--- src/rtl/eq_band_mac_scheduler.sv ---
// Gain-weighted band summer: one shared signed MAC sequenced over NUM_BANDS bands per audio sample.
// Latency NUM_BANDS+1 cycles; strobes that arrive while busy are dropped and flagged. Optional EQ_SAT_EN clamps the output.
`timescale 1ns/1ps
module eq_band_mac_scheduler #(
    parameter int NUM_BANDS = 10,
    parameter int DW        = 24,
    parameter int GW        = 13,
    parameter int ACC_W     = 41
) (
    input  logic                    clk,
    input  logic                    rst,
    input  logic                    sample_valid,
    input  logic [NUM_BANDS*DW-1:0] band_in,
    input  logic [NUM_BANDS*GW-1:0] gain_in,
    input  logic                    ovr_clr,
    output logic                    busy,
    output logic                    out_valid,
    output logic [DW-1:0]           audio_out,
    output logic                    overrun
);

    localparam int PW    = DW + GW;
    localparam int SHIFT = ACC_W - DW - 1;
    localparam int IW    = $clog2(NUM_BANDS);

    typedef enum logic [1:0] {IDLE, MAC, DONE} state_t;

    state_t                  state;
    logic signed [ACC_W-1:0] acc;
    logic [IW-1:0]           idx;
    logic signed [DW-1:0]    band_snap [NUM_BANDS];
    logic [GW-1:0]           gain_snap [NUM_BANDS];

    logic signed [PW-1:0]    band_x;
    logic signed [PW-1:0]    gain_x;
    logic signed [PW-1:0]    prod;
    logic [DW-1:0]           result;

    // Operands widened to the full product width so the multiply cannot lose bits.
    assign band_x = PW'(band_snap[idx]);
    assign gain_x = PW'({1'b0, gain_snap[idx]});
    assign prod   = band_x * gain_x;

`ifdef EQ_SAT_EN
    logic signed [DW:0] top;
    assign top = acc[DW+SHIFT:SHIFT];

    always_comb begin
        result = top[DW-1:0];
        if (top[DW] != top[DW-1])
            result = top[DW] ? {1'b1, {(DW-1){1'b0}}} : {1'b0, {(DW-1){1'b1}}};
    end
`else
    assign result = acc[DW+SHIFT-1:SHIFT];
`endif

    always_ff @(posedge clk) begin
        if (rst) begin
            state     <= IDLE;
            busy      <= 1'b0;
            out_valid <= 1'b0;
            audio_out <= '0;
            overrun   <= 1'b0;
            acc       <= '0;
            idx       <= '0;
            for (int i = 0; i < NUM_BANDS; i++) begin
                band_snap[i] <= '0;
                gain_snap[i] <= '0;
            end
        end else begin
            out_valid <= 1'b0;

            // A drop and a clear in the same cycle leave the flag set.
            if (sample_valid && state != IDLE)
                overrun <= 1'b1;
            else if (ovr_clr)
                overrun <= 1'b0;

            case (state)
                IDLE: begin
                    if (sample_valid) begin
                        for (int i = 0; i < NUM_BANDS; i++) begin
                            band_snap[i] <= band_in[i*DW +: DW];
                            gain_snap[i] <= gain_in[i*GW +: GW];
                        end
                        acc   <= '0;
                        idx   <= '0;
                        state <= MAC;
                        busy  <= 1'b1;
                    end
                end
                MAC: begin
                    acc <= acc + ACC_W'(prod);
                    if (idx == IW'(NUM_BANDS - 1)) begin
                        idx   <= '0;
                        state <= DONE;
                    end else begin
                        idx <= idx + IW'(1);
                    end
                end
                DONE: begin
                    audio_out <= result;
                    out_valid <= 1'b1;
                    busy      <= 1'b0;
                    state     <= IDLE;
                end
                default: begin
                    state <= IDLE;
                    busy  <= 1'b0;
                end
            endcase
        end
    end

endmodule

--- config.mk ---
export PLATFORM = sky130hd
export DESIGN_NAME = eq_band_mac_scheduler
export DESIGN_NICKNAME = d
export VERILOG_FILES = /design/src/rtl/eq_band_mac_scheduler.sv
export SDC_FILE = /design/constraint.sdc
export NUM_CORES = 2
export LEC_CHECK = 0
export ABC_AREA = 1
export ABC_CLOCK_PERIOD_IN_PS = 13300
export BUFFER_PORTS_ARGS = -buffer_cell sky130_fd_sc_hd__buf_2
export CORE_MARGIN = 2
export CORE_UTILIZATION = 30
export CTS_BUF_LIST = sky130_fd_sc_hd__clkbuf_4
export CTS_CLUSTER_SIZE = 25
export DETAILED_ROUTE_END_ITERATION = 7
export PLACE_DENSITY = 0.44
export SYNTH_ARGS = -nofsm -noshare
export SYNTH_HDL_FRONTEND = slang
export SYNTH_SLANG_ARGS = --single-unit
--- constraint.sdc ---
create_clock -name clk -period 13.3 [get_ports clk]
set_input_delay 1.33 -clock clk [delete_from_list [all_inputs] [get_ports clk]]
set_output_delay 1.33 -clock clk [all_outputs]
set_load 0.005 [all_outputs]
== Word level (Yosys, flattened, before mapping) ==
Memory sizes are Yosys's and may differ from the RTL's. A register that Yosys moved wholly into a read port is not among the register bits.
Cells that the tools add are included.

* Magnitude comparators: 0
* Add/subtract/negate cells: 2
* Eq/ne operators: 5
* Bitwise logic cells: 21
* Reductions and logical operators: 8
* Shift-type cells: 0
* Multiplexer cells: 43
* Multiply operators: 1
* Div/mod/pow operators: 0

{| class="wikitable"
|+ Operators with widths
! operator !! count
|-
| $mux 24 || 10
|-
| $mux 13 || 10
|-
| $pmux 41 s2 || 1
|-
| $add 41x37->41 || 1
|-
| $mux 41 || 1
|-
| $mul 24x14->37 || 1
|-
| $mux 4 || 6
|-
| $or 1x1->1 || 20
|-
| $mux 1 || 10
|-
| $pmux 4 s2 || 1
|-
| $reduce_and 2->1 || 3
|-
| $reduce_bool 2->1 || 3
|-
| $add 4x1->4 const B || 1
|-
| $eq 4x4->1 const B || 1
|-
| $mux 2 || 2
|-
| $ne 2x2->1 const B || 2
|-
| $pmux 2 s2 || 1
|-
| $eq 2x1->1 const B || 1
|-
| $eq 2x2->1 const B || 1
|-
| $logic_not 2->1 || 1
|-
| $pmux 1 s2 || 1
|-
| $logic_and 1x1->1 || 1
|-
| $not 1->1 || 1
|}

* Bits in read-only memories: 0
* Register bits: 74
* Input bits: 374
* Bits in latches: 0
* Word-level logic and storage cells: 89
* Memory bits (writable): 370
* Memories: 2

{| class="wikitable"
|+ Memories
! memory !! depth !! bits a word !! read ports !! clocked after Yosys merged registers in !! write ports !! RTL line !! text
|-
| band_snap || 10 || 24 || 1 || 1 || 10 || 31 || <nowiki>logic signed [DW-1:0] band_snap [NUM_BANDS];</nowiki>
|-
| gain_snap || 10 || 13 || 1 || 1 || 10 || 32 || <nowiki>logic [GW-1:0] gain_snap [NUM_BANDS];</nowiki>
|}

== Depth between registers and ports, before layout ==
* Word-level depth: 5
* Depth in mapped cells: 51
* Mapped depth without buffers: 48

== Worst setup path after synthesis ==
OpenSTA, ideal clock, no wires.

* Path type: in2reg
* From: input rst
* To: register acc[23]
* Path buffers: 1
* Arrival time: 11.388 ns
* Stages: 5
* Required time: 13.170 ns
* Path slack: 1.782 ns
* Cell sequence: buf_2 -> clkinv_1 -> nand2_1 -> nor2_1 -> a32o_1

{| class="wikitable"
|+ RTL lines
! element !! RTL line !! text
|-
| start, declared || 11 || <nowiki>input logic rst,</nowiki>
|-
| end signal, assigned || 93 || <nowiki>acc <= acc + ACC_W'(prod);</nowiki>
|-
| end, declared || 29 || <nowiki>logic signed [ACC_W-1:0] acc;</nowiki>
|}

==> metrics.md <==
| Metric | Value |
|---|---|
| Synth unique cells | `48` |
| Cell Area, Synth | `34,600 um^2` |
| I/O pin total | `401` |
| DRC viols | `0` |
| Post-synth top area share | `32.1%` |
| Mapped Avg Cell Area | `8.25 um^2` |
| Startpoint Class | `register` |
| Total GRT Usage | `19.7%` |
| GRT overflow | `0` |
| Routed vias | `28,200` |
| Antenna Nets Post-Route | `0` |
| Hold crit path type | `register to register` |
| Max Clk Rate | `101 MHz` |
| Hold slack | `0.461 ns` |
| Async S/R FF share, synth | `0%` |
| Number of vias per cell | `4.55` |
| Clock Skews | `0.0807 ns` |
| Max Slew Vio Count | `0` |
| Synth Area in Compound Gates | `9.55%` |
| Reg area | `12,700 um^2` |
| # rows | `124` |
| GP Congestion | `0.892` |
| Largest family of logic cells by synthesized area | `adder cells` |
| Area of the multi-input gates | `17,100 um^2` |
| # nets final | `5,384` |
| WL/cell | `18.4 um` |
| Initial antenna violation count | `9` |
| Hpwl dp | `87,300 um` |
| Post-synthesis mux area share | `0%` |
| Synth top area cells | `edfxtp_1, fa_1, inv_1, nor2_1, nand2_1` |
| Post-synthesis sequential area ratio | `36.5%` |
| Clk sinks | `447` |
| Slew Limit Headroom | `16.9%` |
| Critical path's most frequent cell | `fa_1` |
| Syn. warnings | `0` |
| Worst-skew pair later-pin latency | `1.10 ns` |
| TritonCTS Buffers | `134` |
| Die width | `344 um` |
| Filler instances | `12,300` |
| Final count of hold timing violations | `0` |
| WP data arrival | `10.83 ns` |
| Hold Buf Count CTS | `0` |
| IO buf count | `400` |
| Root Buffer | `clkbuf_4` |
| RSZ-0062 raised after global routing | `false` |
| FF-to-FF setup slack | `3.41 ns` |
| Share of cells above drive strength 1 | `14.9%` |
| Critical Path RT | `14.24 ns` |
| Routed WL | `114,000 um` |
| Vias in the first global route | `29,400` |
| Largest net degree at the start of global routing | `188` |
| Setup TNS | `0 ns` |
| H-tree levels | `4` |
| Drt first pass iters | `5` |
| Synth Instances | `4,199` |
| Core area | `114,000 um^2` |
| Seq cells post-synth | `447` |
| Largest area contributor in the netlist | `edfxtp_1` |
| Crit Path Class | `register to register` |
| Post-synth EDFFs | `370` |
| Syn nets | `4,992` |
| Crit path max fanout | `77` |
| Fin crit period | `9.89 ns` |
| Syn-to-layout area delta | `13.7%` |
| Crit-path slowest cell | `buf_4` |
| Xor-xnor portion of the synthesized cell area | `0.860%` |
| CTS tree | `yes` |
| Die area | `118,000 um^2` |
| Global-route wire length before repair | `175,000 um` |
| Die Ht | `344 um` |
| Post-Synth Adder-Cell Area | `21.4%` |
| Detailed Route Iter0 Violations | `1,852` |
| Initial Util | `30.3%` |
| Post-CTS setup buffers | `0` |
| Endpoints failing setup | `0` |
| Ys flop type | `edfxtp_1` |
| Fin crit share | `74.3%` |
| Area share of and/or/nand/nor cells after synthesis | `17.6%` |
| CP Capture Type | `register` |
| Post-CTS sizing | `0` |
| Worst slew pin tran | `1.25 ns` |
| Clock Path Buffers | `3` |
| CTS clk-pin slew, worst paths | `0.06 ns` |
| Status | `complete, no violations` |
| Max-cap violations | `0` |
| Crit path largest cell delay | `0.68 ns` |
[cells in the mapped netlist (14+ instances only)]
cell type	n
xor2_1	22
a21oi_1	96
inv_1	1003
o21ai_2	34
fa_1	287
a21o_1	18
o22ai_1	26
nand3_1	89
o21ai_0	263
clkbuf_1	63
buf_4	22
buf_6	36
dfxtp_1	77
edfxtp_1	370
nor2_1	730
ha_1	132
o211ai_1	22
nor3_1	16
o221ai_1	48
buf_2	44
a31oi_1	14
nand2_1	700
[stage by stage]
step	util (%)	cell area, um^2	instances	setup slack, ns
final	34.4	39400	6198	3.41
after global routing	34.4	39400	6197	2.55
after CTS	34.4	39400	6187	3.36
after detailed placement	33.0	37800	5967	3.38
after global placement	33.0	37700	5966	2.95
after floorplan	-	34600	4199	1.78
[routing by layer]
metal	vias to the layer above	GRT usage [%]	part of all wire, %
met4	2	7.09	3.0
met3	154	3.16	4.9
met5	-	0	0.011
met1	13500	26.3	45
li1	13700	-	-
met2	791	32.3	47
[cell families (layout without fill, tap and decap cells)]
logic type	after synthesis	count (layout)
AO/OA/AOI/OAI	552	552
XOR/XNOR	34	34
adder cells (fa/ha/maj)	419	419
buffers and inverters	1183	1659
flip-flops	447	447
other	0	11
AND/OR/NAND/NOR	1564	1564
[layout make-up]
type,instances,area share (%)
clock buffer,180,3.43
antenna,11,0.0699
clock inverter,40,0.604
inverter,1008,9.62
tap,1512,4.80
sequential,447,32.1
multi-input combinational,2569,43.5
timing repair buffer,431,5.79
[placed cells by master (no fill, tap or decap), types with 16 or more instances in the layout]
cell,count
inv_1,1001
nor2_1,729
nand2_1,698
buf_2,400
edfxtp_1,370
fa_1,287
o21ai_0,263
clkbuf_4,180
ha_1,132
a21oi_1,96
nand3_1,89
dfxtp_1,73
o221ai_1,48
o21ai_2,34
buf_4,27
o22ai_1,26
clkinv_1,23
o211ai_1,22
xor2_1,22
a21o_1,18
nor3_1,16
[state kept, by name, indices dropped and copies added (netlist names), named ones only]
signal,flops
acc,40
audio_out,24
band_snap,240
busy,1
gain_snap,130
idx,4
out_valid,1
overrun,1
state,2
[critical path: cells and delay by family (launching register included)]
| family | cells | cell delay, ns |
|---|---|---|
| fa+ha+maj | 8 | 3.82 |
| compound gates | 10 | 1.96 |
| simple gates | 11 | 1.78 |
| buf+inv | 6 | 1.45 |
| flops | 1 | 0.49 |
| xor+xnor | 1 | 0.17 |
[path summary, 6_finish.rpt]
kind	start	to	depth (start not counted)
worst max register to register	register	acc[35]	36
worst max-delay path	register	acc[35]	36
worst min-delay path	acc[10]	acc[10]	2
worst min register to register	acc[10]	acc[10]	2
Power is not shown: default switching activity piles up to over one toggle a cycle in this logic, so the estimate is an artifact.
